`config.mk`:
```
export PLATFORM = sky130hd
export DESIGN_NAME = mem_ctrl_flat
export DESIGN_NICKNAME = d
export VERILOG_FILES = /design/src/rtl/mem_ctrl_if.sv /design/src/rtl/mem_ctrl.sv /design/src/flat_wrapper.sv
export SDC_FILE = /design/constraint.sdc
export NUM_CORES = 1
export LEC_CHECK = 0
export ABC_AREA = 0
export BUFFER_PORTS_ARGS = -buffer_cell sky130_fd_sc_hd__buf_2
export CAP_MARGIN = 30
export CORE_MARGIN = 5
export CORE_UTILIZATION = 44
export CTS_BUF_LIST = sky130_fd_sc_hd__clkbuf_4 sky130_fd_sc_hd__clkbuf_8
export DETAILED_ROUTE_END_ITERATION = 10
export GPL_ROUTABILITY_DRIVEN = 0
export GPL_TIMING_DRIVEN = 0
export PLACE_DENSITY_LB_ADDON = 0.05
export SLEW_MARGIN = 20
export SYNTH_ARGS = -nofsm -noshare
export SYNTH_HDL_FRONTEND = slang
export SYNTH_SLANG_ARGS = --single-unit
```
`constraint.sdc`:
```
create_clock -name clk -period 2.4 [get_ports clk]
set_input_delay 0.48 -clock clk [delete_from_list [all_inputs] [get_ports clk]]
set_output_delay 0.48 -clock clk [all_outputs]
set_load 0.01 [all_outputs]
```
`src/rtl/mem_ctrl_if.sv`:
```
// CPU data-port bundle for mem_ctrl.
// Request level/address/data in, busy/ready/read data out.
interface mem_ctrl_if;
    logic [15:0] addr_bus;
    logic [15:0] data_in;
    logic        ram_read;
    logic        ram_write;
    logic [15:0] mem_bus;
    logic        mem_busy;
    logic        mem_ready;

    modport master (
        output addr_bus, data_in, ram_read, ram_write,
        input  mem_bus, mem_busy, mem_ready
    );

    modport slave (
        input  addr_bus, data_in, ram_read, ram_write,
        output mem_bus, mem_busy, mem_ready
    );
endinterface

```
`src/rtl/mem_ctrl.sv`:
```
// Data-memory responder: async SRAM with wait states
// plus one memory-mapped I/O word.
module mem_ctrl #(
    parameter int unsigned WAIT_STATES = 2,
    parameter logic [15:0] IO_ADDR     = 16'hFFFF
) (
    input  logic        clk,
    input  logic        rst,
    mem_ctrl_if.slave   bus,
    output logic [15:0] sram_addr,
    output logic [15:0] sram_dout,
    input  logic [15:0] sram_din,
    output logic        sram_ce_n,
    output logic        sram_oe_n,
    output logic        sram_we_n,
    output logic [15:0] io_out,
    input  logic [15:0] io_in
);

    typedef enum logic [1:0] {
        IDLE,
        ACCESS,
        DONE
    } state_t;

    localparam logic [3:0] CNT_INIT = 4'(WAIT_STATES - 1);
    localparam logic       ONE_WS   = (WAIT_STATES == 1);

    state_t     state;
    logic [3:0] cnt;
    logic       wr_q;

    // Request FSM; every output is a register set on the transition.
    always_ff @(posedge clk or negedge rst) begin
        if (!rst) begin
            state         <= IDLE;
            cnt           <= '0;
            wr_q          <= 1'b0;
            sram_addr     <= '0;
            sram_dout     <= '0;
            sram_ce_n     <= 1'b1;
            sram_oe_n     <= 1'b1;
            sram_we_n     <= 1'b1;
            io_out        <= '0;
            bus.mem_bus   <= '0;
            bus.mem_busy  <= 1'b0;
            bus.mem_ready <= 1'b0;
        end else begin
            unique case (state)
                IDLE: begin
                    if (bus.ram_write || bus.ram_read) begin
                        if (bus.addr_bus == IO_ADDR) begin
                            if (bus.ram_write)
                                io_out <= bus.data_in;
                            else
                                bus.mem_bus <= io_in;
                            bus.mem_ready <= 1'b1;
                            state         <= DONE;
                        end else begin
                            // Write wins when both levels are high.
                            wr_q         <= bus.ram_write;
                            sram_addr    <= bus.addr_bus;
                            sram_dout    <= bus.data_in;
                            cnt          <= CNT_INIT;
                            bus.mem_busy <= 1'b1;
                            sram_ce_n    <= 1'b0;
                            sram_oe_n    <= bus.ram_write;
                            // First cycle is address setup unless
                            // it is the only cycle.
                            sram_we_n    <= ~(bus.ram_write & ONE_WS);
                            state        <= ACCESS;
                        end
                    end
                end
                ACCESS: begin
                    if (cnt == 4'd0) begin
                        if (!wr_q)
                            bus.mem_bus <= sram_din;
                        bus.mem_busy  <= 1'b0;
                        bus.mem_ready <= 1'b1;
                        sram_ce_n     <= 1'b1;
                        sram_oe_n     <= 1'b1;
                        sram_we_n     <= 1'b1;
                        state         <= DONE;
                    end else begin
                        cnt <= cnt - 4'd1;
                        if (wr_q)
                            sram_we_n <= 1'b0;
                    end
                end
                DONE: begin
                    bus.mem_ready <= 1'b0;
                    state         <= IDLE;
                end
                default: begin
                    state <= IDLE;
                end
            endcase
        end
    end

endmodule

```
`src/flat_wrapper.sv`:
```
// flat-port wrapper written by rule: the top's interface ports become plain ports
module mem_ctrl_flat 
#(
    parameter int unsigned WAIT_STATES = 2,
    parameter logic [15:0] IO_ADDR     = 16'hFFFF
)
  (clk, rst, sram_addr, sram_dout, sram_din, sram_ce_n, sram_oe_n, sram_we_n, io_out, io_in, bus_addr_bus, bus_data_in, bus_ram_read, bus_ram_write, bus_mem_bus, bus_mem_busy, bus_mem_ready);
  mem_ctrl_if bus_i ();
  input  logic clk;
  input  logic rst;
  output logic [15:0] sram_addr;
  output logic [15:0] sram_dout;
  input  logic [15:0] sram_din;
  output logic sram_ce_n;
  output logic sram_oe_n;
  output logic sram_we_n;
  output logic [15:0] io_out;
  input  logic [15:0] io_in;
  input wire logic [$bits(bus_i.addr_bus)-1:0] bus_addr_bus;
  input wire logic [$bits(bus_i.data_in)-1:0] bus_data_in;
  input wire logic [$bits(bus_i.ram_read)-1:0] bus_ram_read;
  input wire logic [$bits(bus_i.ram_write)-1:0] bus_ram_write;
  output wire logic [$bits(bus_i.mem_bus)-1:0] bus_mem_bus;
  output wire logic [$bits(bus_i.mem_busy)-1:0] bus_mem_busy;
  output wire logic [$bits(bus_i.mem_ready)-1:0] bus_mem_ready;
  assign bus_i.addr_bus = bus_addr_bus;
  assign bus_i.data_in = bus_data_in;
  assign bus_i.ram_read = bus_ram_read;
  assign bus_i.ram_write = bus_ram_write;
  assign bus_mem_bus = bus_i.mem_bus;
  assign bus_mem_busy = bus_i.mem_busy;
  assign bus_mem_ready = bus_i.mem_ready;
  mem_ctrl #(.WAIT_STATES(WAIT_STATES), .IO_ADDR(IO_ADDR)) u_core (.clk(clk), .rst(rst), .bus(bus_i), .sram_addr(sram_addr), .sram_dout(sram_dout), .sram_din(sram_din), .sram_ce_n(sram_ce_n), .sram_oe_n(sram_oe_n), .sram_we_n(sram_we_n), .io_out(io_out), .io_in(io_in));
endmodule
```
==> results of run 1 <==
## cell families after synthesis
| group | share of synthesized area (%) |
|---|---|
| buf+inv | 2.63 |
| compound gates | 4.92 |
| simple gates | 4.88 |
| fa+ha+maj | 0.774 |
| mux | 27.9 |
| flops | 58.9 |
## per-layer routing
metal	vias to the layer above	wire (um)	global-route usage, %
met5	-	0	0
met4	0	106	6.87
met3	10	676	5.55
met2	86	3630	26.3
met1	1129	2960	20.3
li1	1107	-	-
## critical path, cell delays in order, from the launching register on
cell and delay [ns]:
dfrtp_1 0.41, inv_2 0.10, ha_4 0.13, or3b_4 0.40
a211o_4 0.36, a211oi_4 0.26, buf_6 0.18, mux2_2 0.32
## metrics by stage
step	hold WS [ns]	TNS, ns	total power, mW
floorplan	0.184	0	3.59
global placement	0.451	-15.86	4.37
detailed placement	0.458	-18.73	4.42
CTS	0.0994	0	5.56
global route	0.122	0	5.97
finish	0.0911	0	5.55
## cells in the mapped netlist, types with 2 or more instances
master,number
buf_2,5
nor4_1,2
ha_1,2
nand3_1,2
a21oi_1,2
nand4_1,5
inv_1,8
nand2_1,3
o21ai_0,2
dfstp_2,3
nor2_1,5
a211o_1,3
a22o_1,2
clkbuf_1,5
a21o_1,3
nor3_1,4
dfrtp_1,73
mux2_2,79
## where the power goes
part           leakage [nW]  internal [mW]  switching (mW)
Sequential            0.929           1.82           0.235
Clock                 0.113          0.636           0.453
Combinational          1.13           1.27            1.14
Total                  2.18           3.72            1.83
## how the worst max path moves through the flow
stage               cells past startpoint  slack (ns)                      to
floorplan                               7        0.08   u_core.bus.mem_bus[0]
global placement                        6       -0.33     u_core.sram_dout[4]
detailed placement                      6       -0.40     u_core.sram_dout[3]
CTS                                     7        0.02  u_core.bus.mem_bus[12]
global route                            7        0.02  u_core.bus.mem_bus[15]
finish                                  7        0.12   u_core.bus.mem_bus[9]
## flip-flops by register name, summed over array words and instances (netlist names), 2 cells and up
signal / flops
u_core.io_out: 16
u_core.sram_addr: 16
u_core.sram_dout: 16
u_core.state: 2
u_core.cnt: 4
u_core.bus.mem_bus: 16
## timing repair
item	4_1_cts	5_1_grt
setup buffers	1	1
gates resized for setup	3	10
endpoints found under the setup margin	44	44
cloned	0	1
pin swaps	1	2
## layout make-up
class / count / area, sq um
Buffer: 11 / 55.1
Timing Repair Buffer: 139 / 728
Tap cell: 99 / 124
Multi-Input combinational cell: 129 / 1280
Fill cell: 622 / 2870
Sequential cell: 76 / 1910
Inverter: 8 / 30.0
Clock buffer: 12 / 153
Clock inverter: 4 / 72.6
==> summary.txt, run 1 <==
OUTCOME
--------------------------------------------------------------------------------------------------------
Run status                                                                                     completed

CRITICAL PATH
--------------------------------------------------------------------------------------------------------
Req. time, crit path                                                                             2.62 ns
Arrival @ worst endpoint                                                                         2.51 ns
Highest fanout seen on the critical path                                                               6
End of the worst register-to-register path                                                  u_core.bus.mem_bus[9]
Setup slack, reg-to-reg                                                                          0.12 ns
Worst setup path class                                                                      register to register
Depth of the worst register-to-register path                                                           7
Startpoint of the most critical setup path                                                  u_core.cnt[0]
CP endpoint kind                                                                                register
Category of the worst setup path launch point                                                   register
Crit Reg-Reg Startpoint                                                                     u_core.cnt[0]

FLOORPLANNING
--------------------------------------------------------------------------------------------------------
Horiz. Die Dim                                                                                   95.7 um
Num rows                                                                                              31
CORE AREA                                                                                     7210 sq um
I/O pin total                                                                                        137
Die outline area                                                                              9160 sq um
Starting density of the core                                                                       44.8%
Floorplan die height                                                                             95.7 um

GLOBAL ROUTE
--------------------------------------------------------------------------------------------------------
Initial antenna violation count                                                                        0
Sum of overflow across all layers after global routing                                                 0
GRT Util Overall                                                                                   16.4%
Via count of the first global-routing pass                                                         2,328
Pin count of the biggest net entering global routing                                                  40
First-pass GRT wire length                                                                     11,400 um

POWER
--------------------------------------------------------------------------------------------------------
Pwr per Cell Area                                                                           1280 nW/um^2
P_leak                                                                                           2.18 nW
Worst IR Drop VDD                                                                               0.542 mV

FINAL LAYOUT
--------------------------------------------------------------------------------------------------------
Non-filler cells, final                                                                              478
Fraction of layout cells with a size suffix above 1                                                66.8%
Finished Cell Area                                                                            4350 sq um
Share of the core filled with cells                                                                60.3%
Inserted Diodes                                                                                        0
Commonest cells after routing, fill and taps aside                                          buf_2, mux2_2, dfrtp_1
Area delta synth->final                                                                            34.5%
Most common cell after layout, fill and taps aside                                                 buf_2
Post-layout net count                                                                                444

STA
--------------------------------------------------------------------------------------------------------
Pin slew with the least headroom to its limit                                                   0.644 ns
Hold violation total from the final report                                                             0
Final setup fails                                                                                      0
Fin crit period                                                                                  2.28 ns
Period utilisation layout                                                                          95.1%
Highest clock frequency the design can meet                                                    0.438 GHz
RSZ-0062 raised after global routing                                                                  no
Final clock skew                                                                              0.00634 ns
Pins over their slew limit                                                                             0
Post-route setup slack                                                                          0.117 ns
Worst max-slew margin expressed relative to the limit                                              56.7%

SYNTH
--------------------------------------------------------------------------------------------------------
Part of the Yosys area used for sequential elements                                                58.9%
Area leader, netlist                                                                             dfrtp_1
Commonest register cell after synthesis                                                          dfrtp_1
Number of flops mapped to enable cells by yosys                                                        0
Post-synthesis instance area                                                                  3230 sq um
FF+latch count, synth                                                                                 76
Synth unique cells                                                                                    34
Synthesized instance count                                                                           224
Cell types with the largest area share after synthesis                                      dfrtp_1, mux2_2, dfstp_2
Count of yosys warnings during synthesis                                                               0
Post-Synthesis Mean Instance Area                                                             14.4 sq um
Share of the synthesized area in the top cell type                                                 56.5%
Ys async rst share                                                                                  100%
Number of nets produced by synthesis                                                                 294

PLACED DESIGN
--------------------------------------------------------------------------------------------------------
Detailed placement HPWL                                                                          5600 um
Dpl cell area                                                                                 4060 sq um
Count of input and output buffers                                                                    135
Post-placement setup slack                                                                     -0.405 ns
Placed cell count                                                                                    459

JOB
--------------------------------------------------------------------------------------------------------
Count of maximum capacitance violations                                                                0

CTS
--------------------------------------------------------------------------------------------------------
Post-CTS clock slew at the launch and capture registers of the worst setup and hold paths        0.08 ns
CTS Hold Bufs                                                                                          0
Maximum level of the CTS H-tree                                                                        3
Number of sinks driven by the clock tree                                                              76
Cts bufs inserted                                                                                      9
TritonCTS clock tree                                                                               built
Buffer depth of the longest clock path                                                                 2
Clock Tree Root                                                                                 clkbuf_8
Clock latency at the later pin of the worst-skew pair                                            0.34 ns

DETAILED ROUTING
--------------------------------------------------------------------------------------------------------
Routed wire length                                                                               7380 um
Iteration-0 DRC Markers                                                                               54
Number of optimization iterations in the first detailed-route pass                                     4
Count of nets left with antenna violations after detail routing                                        0
DRC violation count after routing                                                                      0
Total vias in the final route                                                                      2,332
Avg Vias per Cell                                                                                   4.88
Average wire per standard cell                                                                   15.4 um

HOLD PATH
--------------------------------------------------------------------------------------------------------
Worst min-delay path class                                                                  input pin to async pin

Power figures use the tool's default switching activity.
==> run 2, diff against run 1 <==
--- a/config.mk
+++ b/config.mk
@@ -8,6 +8,7 @@
 export ABC_AREA = 0
 export BUFFER_PORTS_ARGS = -buffer_cell sky130_fd_sc_hd__buf_2
 export CAP_MARGIN = 30
+export CORE_ASPECT_RATIO = 0.8
 export CORE_MARGIN = 5
 export CORE_UTILIZATION = 44
 export CTS_BUF_LIST = sky130_fd_sc_hd__clkbuf_4 sky130_fd_sc_hd__clkbuf_8
==> run 2 against run 1 <==
  * Via count up 0.90%
  * Critical path depth unchanged
  * Count of clock-buffer cells in the layout unchanged
  * Design area about the same
  * Register-to-register slack worse by 0.02 ns
  * Setup slack worse by 0.023 ns
  * Hold slack worse by 0.018 ns
  * Utilization down 0.62 points
  * Final cell count down 1.3%
  * Combinational power about the same
  * Sequential share of layout area about the same
  * Non-clock buffer count up 3
==> summary.txt, run 2 (synthesized netlist as in run 1, its figures left out) <==
OUTCOME
--------------------------------------------------------------------------------------------------------
Run status                                                                                     completed

FINAL LAYOUT
--------------------------------------------------------------------------------------------------------
Post-layout net count                                                                                447   +0.68%
Fraction of layout cells with a size suffix above 1                                                66.5%   -0.26 points
Area delta synth->final                                                                            34.4%   about the same
Commonest cells after routing, fill and taps aside                                          buf_2, mux2_2, dfrtp_1
Finished Cell Area                                                                            4350 sq um   about the same
Most common cell after layout, fill and taps aside                                                 buf_2
Share of the core filled with cells                                                                59.6%   -0.62 points
Inserted Diodes                                                                                        0   unchanged

POWER
--------------------------------------------------------------------------------------------------------
Sum of internal, switching and leakage power                                                     5.56 mW   +0.12%
Pwr per Cell Area                                                                           1280 nW/um^2   +0.15%
P_leak                                                                                           2.20 nW   +1.1%
Worst IR Drop VDD                                                                               0.590 mV   +8.9%

CRITICAL PATH
--------------------------------------------------------------------------------------------------------
Category of the worst setup path launch point                                                   register
Highest fanout seen on the critical path                                                               6   unchanged
Arrival @ worst endpoint                                                                         2.53 ns   +0.02 ns
Cell-by-cell listing of the critical path                                                   inv_2, ha_1, or3b_4, a211o_4, a211oi_4, buf_6, mux2_2
Cell at the slowest stage of the critical path                                                    or3b_4
CP peak stage delay                                                                              0.42 ns   about the same
Worst setup path class                                                                      register to register
CP endpoint kind                                                                                register
Req. time, crit path                                                                             2.62 ns   about the same

PLACED DESIGN
--------------------------------------------------------------------------------------------------------
Dpl cell area                                                                                 4050 sq um   about the same
Post-placement setup slack                                                                     -0.251 ns   +0.154 ns
Detailed placement HPWL                                                                          5580 um   -0.25%
Count of input and output buffers                                                                    135   unchanged

CTS
--------------------------------------------------------------------------------------------------------
CTS Hold Bufs                                                                                          0   unchanged
Clock Tree Root                                                                                 clkbuf_8
Cts bufs inserted                                                                                      9   unchanged
Number of sinks driven by the clock tree                                                              76   unchanged
Buffer depth of the longest clock path                                                                 2   unchanged
TritonCTS clock tree                                                                               built
Maximum level of the CTS H-tree                                                                        3   unchanged
Clock latency at the later pin of the worst-skew pair                                            0.34 ns   about the same
Post-CTS clock slew at the launch and capture registers of the worst setup and hold paths        0.08 ns   about the same

DETAILED ROUTING
--------------------------------------------------------------------------------------------------------
Routed wire length                                                                               7370 um   -0.14%
Total vias in the final route                                                                      2,353   +0.90%
DRC violation count after routing                                                                      0   unchanged
Avg Vias per Cell                                                                                   4.99   +2.2%
Average wire per standard cell                                                                   15.6 um   +1.1%
Number of optimization iterations in the first detailed-route pass                                     4   unchanged
Iteration-0 DRC Markers                                                                               47   -13%
Count of nets left with antenna violations after detail routing                                        0   unchanged

FLOORPLANNING
--------------------------------------------------------------------------------------------------------
CORE AREA                                                                                     7290 sq um   +1.0%
Die outline area                                                                              9170 sq um   +0.12%
Horiz. Die Dim                                                                                    106 um   +11%
I/O pin total                                                                                        137   unchanged
Num rows                                                                                              28   -9.7%
Floorplan die height                                                                             86.7 um   -9.5%
Starting density of the core                                                                       44.4%   -0.45 points

STA
--------------------------------------------------------------------------------------------------------
Pin slew with the least headroom to its limit                                                   0.561 ns   -0.0835 ns
Hold violation total from the final report                                                             0   unchanged
Final clock skew                                                                              0.00714 ns   +0.000802 ns
Period utilisation layout                                                                          96.1%   +0.98 points
Fin crit period                                                                                  2.31 ns   +0.0235 ns
Final setup fails                                                                                      0   unchanged
Worst max-slew margin expressed relative to the limit                                              62.6%   +5.9 points
Total Negative Setup Slacks                                                                         0 ns   unchanged
Post-route setup slack                                                                         0.0938 ns   -0.0235 ns
Pins over their slew limit                                                                             0   unchanged
RSZ-0062 raised after global routing                                                                  no
Highest clock frequency the design can meet                                                    0.434 GHz   -1.0%

GLOBAL ROUTE
--------------------------------------------------------------------------------------------------------
Sum of overflow across all layers after global routing                                                 0   unchanged
GRT Util Overall                                                                                   16.8%   +0.42 points
Via count of the first global-routing pass                                                         2,513   +7.9%
First-pass GRT wire length                                                                     12,300 um   +7.2%
Initial antenna violation count                                                                        0   unchanged
Pin count of the biggest net entering global routing                                                  48   +20%

HOLD PATH
--------------------------------------------------------------------------------------------------------
Worst min-delay path class                                                                  input pin to async pin

JOB
--------------------------------------------------------------------------------------------------------
Count of maximum capacitance violations                                                                0   unchanged

==> run 2: what timing repair did <==
action / CTS / global route
setup buffers: 1 / 3
endpoints found under the hold margin: 0 / 0
resized for setup: 2 / 7
endpoints found under the setup margin: 44 / 44
gates cloned: 0 / 1
pin swaps: 1 / 2
==> run 2: path summary, 6_finish.rpt <==
kind	from	slack (ns)	cells past startpoint	end
max	u_core.cnt[1]	0.09	7	u_core.bus.mem_bus[13]
min	rst	0.07	1	u_core.io_out[7]
max reg2reg	u_core.cnt[1]	0.09	7	u_core.bus.mem_bus[13]
min reg2reg	u_core.sram_oe_n	0.47	2	u_core.sram_oe_n
max in group asynchronous	rst	1.70	2	u_core.sram_we_n
min in group clk	bus_addr_bus[10]	0.38	2	u_core.sram_addr[10]
==> run 2: metal layers <==
metal / track usage (%) / vias to the layer above / part of all wire (%)
met5: 0 / - / 0
met4: 3.53 / 0 / 0.39
met3: 8.49 / 4 / 9.9
met2: 27.9 / 88 / 49
met1: 20.0 / 1146 / 41
li1: - / 1115 / -
==> run 2: critical path, delay by kind of cell (launching register included) <==
kind	cells	cell delay, ns
and+or+nand+nor	1	0.42
AOI/OAI and AO/OA	2	0.63
buffers and inverters	2	0.26
muxes	1	0.33
DFF	1	0.39
adders and majority gates	1	0.16
==> run 2: through the flow <==
step	hold WS (ns)	std cells
3_3_place_gp	0.448	449
3_5_place_dp	0.448	450
6_report	0.0729	472
4_1_cts	0.0697	467
5_1_grt	0.0687	472
2_1_floorplan	0.184	224
==> run 2: layout make-up <==
| type | instances | area [sq um] |
|---|---|---|
| buffer | 11 | 55.1 |
| inverter | 8 | 30.0 |
| multi-input combinational | 129 | 1260 |
| clock buffer | 12 | 153 |
| clock inverter | 4 | 73.8 |
| sequential | 76 | 1910 |
| tap | 90 | 113 |
| timing repair buffer | 142 | 756 |
| fill | 622 | 2940 |
==> run 2: power breakdown <==
part	switching [mW]	internal [mW]
registers	0.239	1.82
logic	1.14	1.28
clock network	0.451	0.638
total	1.83	3.73
